### src/rtl/exec_sequencer.sv
// exec_sequencer: instruction sequencer driving a ROM, an ALU and its strobes.
//
// Each instruction takes FETCH then EXEC1. MUL/MLA/MLS and LDR also spend
// EXEC2 cycles. STP parks the block in HALT until reset.
//
// Parameters:
//   PC_W    - program counter / ROM address width (must be <= 16)
//   MUL_LAT - EXEC2 cycles for the multiply family, 1..15
//
// Ports:
//   clk_i, rst_i       - clock, synchronous active-high reset
//   run_i              - start request, sampled in IDLE
//   romdata_i          - instruction word at pc_o
//   alu_jump_i         - ALU jump-taken indication
//   alu_rout_i         - ALU result, low PC_W bits are the jump target
//   pc_o               - program counter / ROM address
//   instr_o            - latched instruction for the ALU
//   alu_en_n_o         - ALU enable, active-low (EXEC1/EXEC2)
//   exec2_o            - second-phase indication
//   reg_we_o, mem_we_o - register-file / data-RAM write strobes
//   stack_push_o/pop_o - stack strobes
//   halted_o           - high in HALT
//   state_o            - current state, for debug
//   retired_o          - retired-instruction count
//
// Optional feature: define SEQ_RETIRE_COUNT_EN to build the retired-instruction
// counter; otherwise retired_o is tied to zero.

module exec_sequencer #(
  parameter int unsigned PC_W    = 9,
  parameter int unsigned MUL_LAT = 1
) (
  input  logic            clk_i,
  input  logic            rst_i,
  input  logic            run_i,
  input  logic [15:0]     romdata_i,
  input  logic            alu_jump_i,
  input  logic [15:0]     alu_rout_i,
  output logic [PC_W-1:0] pc_o,
  output logic [15:0]     instr_o,
  output logic            alu_en_n_o,
  output logic            exec2_o,
  output logic            reg_we_o,
  output logic            mem_we_o,
  output logic            stack_push_o,
  output logic            stack_pop_o,
  output logic            halted_o,
  output logic [2:0]      state_o,
  output logic [15:0]     retired_o
);

  localparam logic [2:0] StIdle  = 3'd0;
  localparam logic [2:0] StFetch = 3'd1;
  localparam logic [2:0] StExec1 = 3'd2;
  localparam logic [2:0] StExec2 = 3'd3;
  localparam logic [2:0] StHalt  = 3'd4;

  localparam logic [PC_W-1:0] PcOne = {{(PC_W-1){1'b0}}, 1'b1};

  logic [2:0]      state_q, state_d;
  logic [PC_W-1:0] pc_q, pc_d;
  logic [15:0]     instr_q, instr_d;
  logic [3:0]      cnt_q, cnt_d;

  // Opcode decode; instr[15] is deliberately not part of the opcode.
  logic [5:0] op;
  logic       op_stp, op_mul, op_ldr, op_wr_rd;

  assign op     = instr_q[14:9];
  assign op_stp = (op == 6'b111111);
  assign op_mul = (op == 6'b011100) || (op == 6'b011101) || (op == 6'b011110);
  assign op_ldr = (op == 6'b101010);

  // Ops that write Rd in EXEC1. Multi-cycle ops write Rd at the end of EXEC2.
  always_comb begin
    op_wr_rd = 1'b0;
    if ((op >= 6'b001100) && (op <= 6'b010110)) op_wr_rd = 1'b1;
    if ((op >= 6'b011000) && (op <= 6'b011010)) op_wr_rd = 1'b1;
    if (op == 6'b011111)                        op_wr_rd = 1'b1;
    if ((op >= 6'b100000) && (op <= 6'b100010)) op_wr_rd = 1'b1;
    if ((op == 6'b100100) || (op == 6'b100101)) op_wr_rd = 1'b1;
    if (op == 6'b101001)                        op_wr_rd = 1'b1;
  end

  // Next-state logic
  always_comb begin
    state_d = state_q;
    pc_d    = pc_q;
    instr_d = instr_q;
    cnt_d   = cnt_q;
    case (state_q)
      StIdle: begin
        if (run_i) state_d = StFetch;
      end
      StFetch: begin
        instr_d = romdata_i;
        state_d = StExec1;
      end
      StExec1: begin
        if (op_stp) begin
          state_d = StHalt;
        end else if (op_mul || op_ldr) begin
          state_d = StExec2;
          cnt_d   = op_ldr ? 4'd1 : 4'(MUL_LAT);
        end else begin
          pc_d    = alu_jump_i ? alu_rout_i[PC_W-1:0] : pc_q + PcOne;
          state_d = StFetch;
        end
      end
      StExec2: begin
        // A count of 0 here is unreachable; treat it as the last cycle so the
        // block can never get stuck.
        if (cnt_q <= 4'd1) begin
          cnt_d   = 4'd0;
          pc_d    = pc_q + PcOne;
          state_d = StFetch;
        end else begin
          cnt_d = cnt_q - 4'd1;
        end
      end
      StHalt: begin
        state_d = StHalt;
      end
      default: begin
        state_d = StIdle;
      end
    endcase
  end

  always_ff @(posedge clk_i) begin
    if (rst_i) begin
      state_q <= StIdle;
      pc_q    <= '0;
      instr_q <= '0;
      cnt_q   <= '0;
    end else begin
      state_q <= state_d;
      pc_q    <= pc_d;
      instr_q <= instr_d;
      cnt_q   <= cnt_d;
    end
  end

  // Strobes depend only on state and the latched instruction.
  always_comb begin
    reg_we_o     = 1'b0;
    mem_we_o     = 1'b0;
    stack_push_o = 1'b0;
    stack_pop_o  = 1'b0;
    exec2_o      = 1'b0;
    if (state_q == StExec1) begin
      reg_we_o     = op_wr_rd;
      mem_we_o     = (op == 6'b101011);
      stack_push_o = (op == 6'b101000);
      stack_pop_o  = (op == 6'b101001);
    end else if (state_q == StExec2) begin
      exec2_o  = 1'b1;
      reg_we_o = (cnt_q == 4'd1);
    end
  end

  assign alu_en_n_o = !((state_q == StExec1) || (state_q == StExec2));
  assign halted_o   = (state_q == StHalt);
  assign pc_o       = pc_q;
  assign instr_o    = instr_q;
  assign state_o    = state_q;

`ifdef SEQ_RETIRE_COUNT_EN
  logic [15:0] retired_q;
  logic        retire;

  // An instruction retires when control returns to FETCH from execution.
  assign retire = (state_d == StFetch) &&
                  ((state_q == StExec1) || (state_q == StExec2));

  always_ff @(posedge clk_i) begin
    if (rst_i) begin
      retired_q <= '0;
    end else if (retire) begin
      retired_q <= retired_q + 16'd1;
    end
  end

  assign retired_o = retired_q;
`else
  assign retired_o = 16'h0000;
`endif

  // High ALU result bits are not a jump target.
  generate
    if (PC_W < 16) begin : g_rout_unused
      logic unused_rout;
      assign unused_rout = ^alu_rout_i[15:PC_W];
    end
  endgenerate

endmodule

### config.mk
export PLATFORM = sky130hd
export DESIGN_NAME = exec_sequencer
export DESIGN_NICKNAME = d
export VERILOG_FILES = /design/src/rtl/exec_sequencer.sv
export SDC_FILE = /design/constraint.sdc
export NUM_CORES = 1
export LEC_CHECK = 0
export ABC_CLOCK_PERIOD_IN_PS = 2000
export BUFFER_PORTS_ARGS = -buffer_cell sky130_fd_sc_hd__buf_2
export CAP_MARGIN = 10
export CORE_UTILIZATION = 47
export CTS_CLUSTER_SIZE = 10
export DETAILED_ROUTE_END_ITERATION = 6
export GPL_TIMING_DRIVEN = 0
export MAX_ROUTING_LAYER = met4
export PLACE_DENSITY = 0.79
export SYNTH_ARGS = -nofsm -noshare
export SYNTH_HDL_FRONTEND = slang
export SYNTH_SLANG_ARGS = --single-unit
### constraint.sdc
create_clock -name clk_i -period 2 [get_ports clk_i]
set_input_delay 0.1 -clock clk_i [delete_from_list [all_inputs] [get_ports clk_i]]
set_output_delay 0.1 -clock clk_i [all_outputs]
set_load 0.05 [all_outputs]
# Word level (Yosys, flattened, before mapping)
# Index checks and enable logic that the tools add are counted.
[word_totals] ff_bits=32 input_bits=36 output_inout_bits=51 word_cells=75
[classes] add_sub_neg=2 n_lt_le_gt_ge=7 n_eq_ne=21 n_mux=27 n_reduce_logical=14
[op_table] op="equality test 6 bit, second input constant" n=7
[op_table] op="two-way mux 9 bit" n=4
[op_table] op="equality test 6 x 5 -> 1 bit, second input constant" n=4
[op_table] op="one-hot mux 9 bit (2 select lines)" n=1
[op_table] op="one-hot mux 3 bit (5 select lines)" n=1
[op_table] op="two-way mux 1 bit" n=13
[op_table] op="less-or-equal comparator 6 x 5 -> 1 bit, second input constant" n=2
[op_table] op="two-way mux 4 bit" n=3
[op_table] op="inequality test 2 bit, second input constant" n=5
[op_table] op="adder 9 x 1 -> 9 bit, second input constant" n=1
[op_table] op="two-way mux 3 bit" n=3
[op_table] op="one-hot mux 4 bit (2 select lines)" n=1
[op_table] op="equality test 3 x 2 -> 1 bit, second input constant" n=2
[op_table] op="greater-or-equal comparator 6 x 4 -> 1 bit, second input constant" n=1
[op_table] op="greater-or-equal comparator 6 x 5 -> 1 bit, second input constant" n=1
[op_table] op="greater-or-equal comparator 6 bit, second input constant" n=1
[op_table] op="less-or-equal comparator 6 bit, second input constant" n=1
[op_table] op="logical OR 1 bit" n=5
[op_table] op="equality test 4 x 1 -> 1 bit, second input constant" n=1
[op_table] op="less-or-equal comparator 4 x 1 -> 1 bit, second input constant" n=1
[op_table] op="AND reduction 4 bit" n=1
[op_table] op="subtractor 4 x 1 -> 4 bit, second input constant" n=1
[op_table] op="equality test 3 x 1 -> 1 bit, second input constant" n=1
[op_table] op="equality test 3 bit, second input constant" n=1
[op_table] op="7 further kinds" n=9

# Longest topological paths before layout
# Gate-level depths: netlist of run 1.
[depth] ltp_word=9 ltp_mapped=7 depth_no_buf=6

# Worst setup path after synthesis of run 1
# Ideal clock, no wire load.
[synth_path] path_kind="flip-flop to output port" from="register instr_q[14] (netlist: instr_o[14])" to="output port reg_we_o" t_arrival_ns=2.950 required_time_ns=1.900 path_slack_ns=-1.050 path_stages_with_launch=7 n_path_buf=1 path_cell_list="dfxtp_1 -> buf_4 -> nor3b_1 -> nand4_1 -> nor3b_1 -> a41oi_1 -> o31ai_1"
[synth_via] elab_chain_cells=9 elab_cells_between_ends=21 cone_classes="order compare (6); eq/ne (4); mux (7); reduce/logical (4)"
[synth_lines] element="start: declaration" line="62" text="logic [15:0] instr_q, instr_d;"
[synth_lines] element="start signal: assignment" line="139" text="instr_q <= instr_d;"
[synth_lines] element="greater-or-equal comparator 6 x 4 -> 1 bit or less-or-equal comparator 6 x 5 -> 1 bit (tied branches)" line="77" text="if ((op >= 6'b001100) && (op <= 6'b010110)) op_wr_rd = 1'b1;"
[synth_lines] element="logical AND 1 bit" line="77"
[synth_lines] element="two-way mux 1 bit" line="77"
[synth_lines] element="two-way mux 1 bit" line="78" text="if ((op >= 6'b011000) && (op <= 6'b011010)) op_wr_rd = 1'b1;"
[synth_lines] element="two-way mux 1 bit" line="79" text="if (op == 6'b011111) op_wr_rd = 1'b1;"
[synth_lines] element="two-way mux 1 bit" line="80" text="if ((op >= 6'b100000) && (op <= 6'b100010)) op_wr_rd = 1'b1;"
[synth_lines] element="two-way mux 1 bit" line="81" text="if ((op == 6'b100100) || (op == 6'b100101)) op_wr_rd = 1'b1;"
[synth_lines] element="two-way mux 1 bit (*)" line="82" text="if (op == 6'b101001) op_wr_rd = 1'b1;"
[synth_lines] element="two-way mux 1 bit (*)" line="151" text="if (state_q == StExec1) begin"
[synth_lines] element="end: declaration" line="43" text="output logic reg_we_o,"
# Every way passes the cells marked *; elsewhere a longest branch is shown, timed or not.

# Final worst setup path of run 1
# Same ends and word-level chain as after synthesis.

==> out/results.txt, run 1 <==
Syn-to-layout area delta - 35.6%
post-DP HPWL - 3170 µm
Post-Layout Cell Count - 375
GP Congestion - 0.813
crit path launch type - register
CP Capture Type - output pin
Clk pin slew, worst setup/hold paths - 0.07 ns
final worst setup slack - 0.0696 ns
final hold vios - 0
gr ovfl total - 0
global-route wire length before repair - 7070 µm
Clk pwr share - 33.8%
clk sinks - 32
Core ar. - 3740 µm²
Post-Synthesis Cell Area - 1870 µm²
post-place setup slack - -0.0537 ns
Post-Syn Instances - 240
top cells by count, synth - nand2_1 (50), dfxtp_1 (32), a21oi_1 (26)
CP Class - register to output pin
register bit total from synthesis - 32
f_max - 0.518 GHz
PwrDens - 665 nW/µm²
FILL cells - 327
WP data required - 1.90 ns
pin count of the biggest net entering global routing - 11
fin crit share - 96.5%
initial antenna violation count - 0
Worst Max-Slew Pin Slew - 0.544 ns
Root Driver - clkbuf_8
H-tree Lvls - 2
Iter 0 DRT Violations - 83
Sequential Power Share - 40.9%
placed cell count - 365
CTS buffer count - 5
ys async rst share - 0%
hold buffers post-CTS - 0
Final min period - 1.93 ns
Avg WL per Cell - 11.8 µm
vias in the first global route - 1600
total negative slack - 0 ns
YS warnings - 0
Top FF cell, synth - dfxtp_1
Worst Hold Class - primary input to register
Max Slew Vio Count - 0
layout cells sized above 1 - 37.9%
IO buf count - 62
switching fraction of total power - 34.0%
Post-DRT Antenna Nets - 0
worst skew pair latency - 0.29 ns
count leader, synth - nand2_1
VDD IR max - 0.581 mV
synth top area cells - dfxtp_1 (34%), nand2_1 (10%), buf_4 (7.6%)
die area - 4230 µm²
Cell Rows - 22
sequential element share of the synthesized area - 34.3%
drt first pass iters - 4
leak pwr - 1.09 nW
DIE HEIGHT - 65.0 µm
number of synthesized flops with an enable pin - 0
DIE WIDTH - 65.0 µm
diode count - 0
clock skew after layout - 0.00516 ns
Setup Viol. Count Final - 0
GR Util All Layers - 21.8%
Power Total - 1.68 mW
Total Wirelength - 4430 µm
Netlist cell types - 47
Critical Path Fanout Max - 10
share of the synthesized area in the top cell type - 34.3%
fin nets - 365
status - complete, no violations
syn_area_per_cell - 7.78 µm²
Slew HR - 63.7%
Max Cap Viol - 0
initial core utilization - 49.9%
Int Power - 1.11 mW
Comb pwr share - 25.3%
DRC Markers - 0
io pins - 87
CTS Buffer Depth - 2
routed via count - 1926
crit path DAT - 1.83 ns
switching pwr - 0.573 mW
Yosys top cell by area - dfxtp_1
CTS tree - yes
Via density - 5.14
[what timing repair did]
| item | CTS | global route |
|---|---|---|
| setup endpoints to repair | 6 | 18 |
| setup buffers | 1 | 3 |
| resized for setup | 4 | 8 |
| pin swaps | 1 | 3 |
[path summary, 6_finish.rpt]
path / startpoint / to / slack, ns / depth (start not counted)
worst min register to register: instr_o[1]$_SDFFE_PP0N_ / instr_o[1]$_SDFFE_PP0N_ / 0.45 / 2
worst min-delay path: romdata_i[10] / instr_o[10]$_SDFFE_PP0N_ / 0.04 / 3
worst max-delay path: instr_o[14]$_SDFFE_PP0N_ / reg_we_o / 0.07 / 7
worst max register to register: instr_o[14]$_SDFFE_PP0N_ / pc_o[4]$_SDFFE_PP0P_ / 0.12 / 7
[logic make-up after synthesis]
family | share of synthesized area [%]
AND/OR/NAND/NOR | 26.9
AO/OA/AOI/OAI | 22.0
buffers and inverters | 13.5
flip-flops | 34.3
adder cells (fa/ha/maj) | 2.55
multiplexers | 0.603
other | 0.201
[layer usage]
metal	up-vias	share of wire [%]	global-route usage (%)
met1	871	47	27.1
met3	4	6.1	4.40
met5	-	0	-
met4	0	0.97	6.52
li1	986	-	-
met2	65	46	35.5
[registers in the layout, summed over array words and instances (netlist names)]
name     flops
instr_o     16
pc_o         9
cnt_q        4
state_o      3
[layout by cell type, fill, tap and decap left out, types with 2 or more instances in the layout]
| cell | n |
|---|---|
| buf_2 | 62 |
| nand2_1 | 50 |
| a21oi_1 | 26 |
| dfxtp_1 | 24 |
| buf_4 | 23 |
| conb_1 | 16 |
| o21ai_0 | 9 |
| inv_1 | 8 |
| clkbuf_1 | 8 |
| nor3_1 | 8 |
| a211oi_1 | 6 |
| nand3_1 | 6 |
| nor2_1 | 5 |
| or3_1 | 5 |
| clkbuf_8 | 5 |
| buf_6 | 4 |
| nand3b_1 | 4 |
| dfxtp_4 | 4 |
| dfxtp_2 | 4 |
| nand4_1 | 3 |
| a31oi_1 | 3 |
| ha_1 | 3 |
| and3_1 | 2 |
| nor3_2 | 2 |
| or4bb_1 | 2 |
| a2111oi_4 | 2 |
| a311oi_2 | 2 |
| a32o_1 | 2 |
| o21ai_1 | 2 |
[worst max-delay path: stages (launching register included)]
cell	delay [ns]
dfxtp_4	0.34
buf_4	0.16
nor3b_2	0.17
nand4_1	0.23
nor3b_4	0.26
a41oi_1	0.09
o31ai_4	0.10
buf_6	0.19
[metrics by stage]
stage / hold WS (ns) / area [µm²] / utilization (%)
3_5_place_dp: 0.342 / 2350 / 62.8
4_1_cts: 0.0378 / 2470 / 65.9
2_1_floorplan: 0.226 / 1980 / -
5_1_grt: 0.0535 / 2530 / 67.6
3_3_place_gp: 0.334 / 2350 / 62.8
6_report: 0.0439 / 2530 / 67.6
[power by group through the flow]
stage	Combinational (mW)	Sequential (mW)	Clock, mW
after floorplan	0.237	0.792	0
after global placement	0.416	0.697	0
after detailed placement	0.418	0.698	0
after CTS	0.416	0.689	0.572
after global routing	0.455	0.694	0.598
final	0.426	0.690	0.569
[cell type report]
| type | count | area [µm²] | share of cell area [%] |
|---|---|---|---|
| plain buffers | 31 | 211 | 8.35 |
| clock buffers | 7 | 97.6 | 3.86 |
| clock inverters | 1 | 5.00 | 0.198 |
| inverters | 10 | 41.3 | 1.63 |
| multi-input cells | 180 | 1110 | 43.8 |
| flip-flops and latches | 32 | 661 | 26.1 |
| well taps | 48 | 60.1 | 2.37 |
| repair buffers | 66 | 347 | 13.7 |
Power figures use the tool's default switching activity.
==> run 2, diff against run 1 <==
ABC_CLOCK_PERIOD_IN_PS = 1680   (was 2000)
CORE_UTILIZATION = 42   (was 47)
GPL_TIMING_DRIVEN = 1   (was 0)
PLACE_DENSITY = 0.74   (was 0.79)
clock period = 1.68 ns   (was 2 ns; I/O delays follow)
==> out/results.txt, run 2 (synthesized netlist as in run 1, its figures left out) <==
status - finished, violations left
failing checks - setup timing
Worst Setup EP - reg_we_o
Design Area, Final - 2690 µm² (+6.3%)
Slew HR - 63.7% (about the same)
Iter 0 DRT Violations - 100 (+20%)
switching pwr - 0.680 mW (+19%)
Max Slew Vio Count - 0 (unchanged)
Int Power - 1.39 mW (+25%)
slowest cell on the critical path - dfxtp_4
placed cell count - 365 (unchanged)
global-route wire length before repair - 7290 µm (+3.1%)
CP Class - register to output pin
Critical Path Fanout Max - 7 (-3)
H-tree Lvls - 2 (unchanged)
f_max - 0.575 GHz
hold path cells - 3 (unchanged)
fin nets - 368 (+0.82%)
routed via count - 1966 (+2.1%)
Syn-to-layout area delta - 44.1%
Critical path origin - instr_o[11]$_SDFFE_PP0N_
CP cell instances - inv_1 -> maj3_2 -> a32oi_2 -> a2bb2oi_2 -> o31ai_4 -> buf_6
final core utilization - 64.9% (-2.7 points)
Comb pwr share - 25.1% (-0.2 points)
Worst Hold Class - primary input to register
die area - 4720 µm² (+12%)
IO buf count - 63 (+1.6%)
post-DP HPWL - 3350 µm (+5.8%)
hold buffers post-CTS - 0 (unchanged)
Clk pwr share - 35.1% (+1.3 points)
diode count - 0 (unchanged)
peak per-stage delay on the critical path - 0.39 ns (+0.05 ns)
Root Driver - clkbuf_8
pin count of the biggest net entering global routing - 19 (+8)
layout cells sized above 1 - 46.1% (+8.1 points)
initial core utilization - 45.0% (-4.8 points)
DRC Markers - 0 (unchanged)
Worst Max-Slew Pin Slew - 0.545 ns (+0.000577 ns)
DIE WIDTH - 68.7 µm (+5.6%)
Via density - 5.17 (+0.73%)
Sequential Power Share - 39.8% (-1.1 points)
fin crit share - 103%
clk sinks - 32 (unchanged)
io pins - 87 (unchanged)
Total Wirelength - 4800 µm (+8.5%)
clock skew after layout - 0.00571 ns (+0.000549 ns)
Final min period - 1.74 ns
FF-to-FF Start - instr_o[10]$_SDFFE_PP0N_
leak pwr - 1.14 nW (+3.8%)
WP data required - 1.60 ns (-0.30 ns)
CTS tree - yes
VDD IR max - 0.647 mV (+11%)
drt first pass iters - 4 (unchanged)
CTS buffer count - 5 (unchanged)
commonest non-fill, non-tap cells in the layout - buf_2 (60), nand2_1 (48), buf_4 (34)
final worst setup slack - -0.0581 ns (-0.128 ns)
Setup Viol. Count Final - 4 (+4)
vias in the first global route - 1666 (+4.1%)
initial antenna violation count - 0 (unchanged)
DIE HEIGHT - 68.7 µm (+5.6%)
Cell Rows - 23 (+4.5%)
Post-Layout Cell Count - 380 (+1.3%)
PwrDens - 768 nW/µm² (+15%)
crit path launch type - register
switching fraction of total power - 32.9% (-1.1 points)
most common library cell in the layout ignoring fill and taps - buf_2
Post-DRT Antenna Nets - 0 (unchanged)
post-place setup slack - -0.0589 ns (-0.00526 ns)
FILL cells - 372 (+14%)
Avg WL per Cell - 12.6 µm (+7.1%)
Core ar. - 4140 µm² (+11%)
GP Congestion - 0.873 (+7.4%)
Max Cap Viol - 0 (unchanged)
Placed Area - 2390 µm² (+1.9%)
CTS Buffer Depth - 2 (unchanged)
CP Capture Type - output pin
GR Util All Layers - 20.9% (-0.83 points)
Clk pin slew, worst setup/hold paths - 0.06 ns (about the same)
worst skew pair latency - 0.28 ns (about the same)
R2R depth - 7 (unchanged)
max reg flops - 16 (unchanged)
gr ovfl total - 0 (unchanged)
final hold vios - 0 (unchanged)
reg2reg end - pc_o[0]$_SDFFE_PP0P_
flop-to-flop setup slack - -0.04 ns (-0.16 ns)
total negative slack - -0.119 ns (-0.119 ns)
crit path DAT - 1.65 ns (-0.18 ns)
RSZ-0062 raised after global routing - yes
==> run 2: changes by cell type in the layout (fill, tap and decap cells not counted), sizes merged <==
cell / change
buf: +10
clkbuf: -8
bufinv: +1
clkinvlp: +1
inv: -1
==> run 2: layout make-up <==
cell class / count / area (µm²) / share of cell area (%)
Timing Repair Buffer: 100 / 632 / 23.5
Clock inverter: 2 / 35.0 / 1.30
Inverter: 10 / 45.0 / 1.67
Clock buffer: 6 / 72.6 / 2.70
Sequential cell: 32 / 671 / 24.9
Multi-Input combinational cell: 180 / 1170 / 43.6
Tap cell: 50 / 62.6 / 2.33
==> run 2: power by group through the flow <==
stage | clock network [mW] | logic (mW) | registers [mW]
3_5_place_dp | 0 | 0.480 | 0.844
2_1_floorplan | 0 | 0.282 | 0.944
6_report | 0.725 | 0.518 | 0.822
4_1_cts | 0.739 | 0.505 | 0.821
5_1_grt | 0.768 | 0.550 | 0.827
3_3_place_gp | 0 | 0.476 | 0.843
==> run 2: per-stage QoR <==
stage          hold slack (ns)  total power [mW]
2_1_floorplan            0.210              1.23
3_5_place_dp             0.327              1.32
3_3_place_gp             0.317              1.32
6_report                0.0375              2.07
4_1_cts                 0.0315              2.07
5_1_grt                 0.0373              2.15
==> run 2: what timing repair did <==
action                     CTS  global route
setup buffers                5             2
gates resized for setup     17            19
pin swaps                    5            11
setup endpoints to repair    9            15
==> run 2: worst max-delay path, delay by kind of cell, from the launching register on <==
| family | cells | cell delay [ns] |
|---|---|---|
| AO/OA/AOI/OAI | 3 | 0.48 |
| flip-flops | 1 | 0.39 |
| adder cells (fa/ha/maj) | 1 | 0.30 |
| buffers and inverters | 2 | 0.21 |
==> run 2: worst min path at each step <==
| stage | start | to | slack [ns] |
|---|---|---|---|
| 2_1_floorplan | romdata_i[14] | instr_o[14]$_SDFFE_PP0N_ | 0.21 |
| 3_3_place_gp | romdata_i[14] | instr_o[14]$_SDFFE_PP0N_ | 0.32 |
| 3_5_place_dp | romdata_i[11] | instr_o[11]$_SDFFE_PP0N_ | 0.33 |
| 4_1_cts | romdata_i[11] | instr_o[11]$_SDFFE_PP0N_ | 0.03 |
| 5_1_grt | romdata_i[1] | instr_o[1]$_SDFFE_PP0N_ | 0.04 |
| 6_report | romdata_i[10] | instr_o[10]$_SDFFE_PP0N_ | 0.04 |
==> run 2: metal layers <==
| metal | up-vias | part of all wire [%] | GRT usage, % |
|---|---|---|---|
| li1 | 993 | - | - |
| met5 | - | 0 | - |
| met2 | 72 | 49 | 34.6 |
| met1 | 897 | 44 | 25.3 |
| met4 | 0 | 0.85 | 5.99 |
| met3 | 4 | 5.8 | 4.93 |
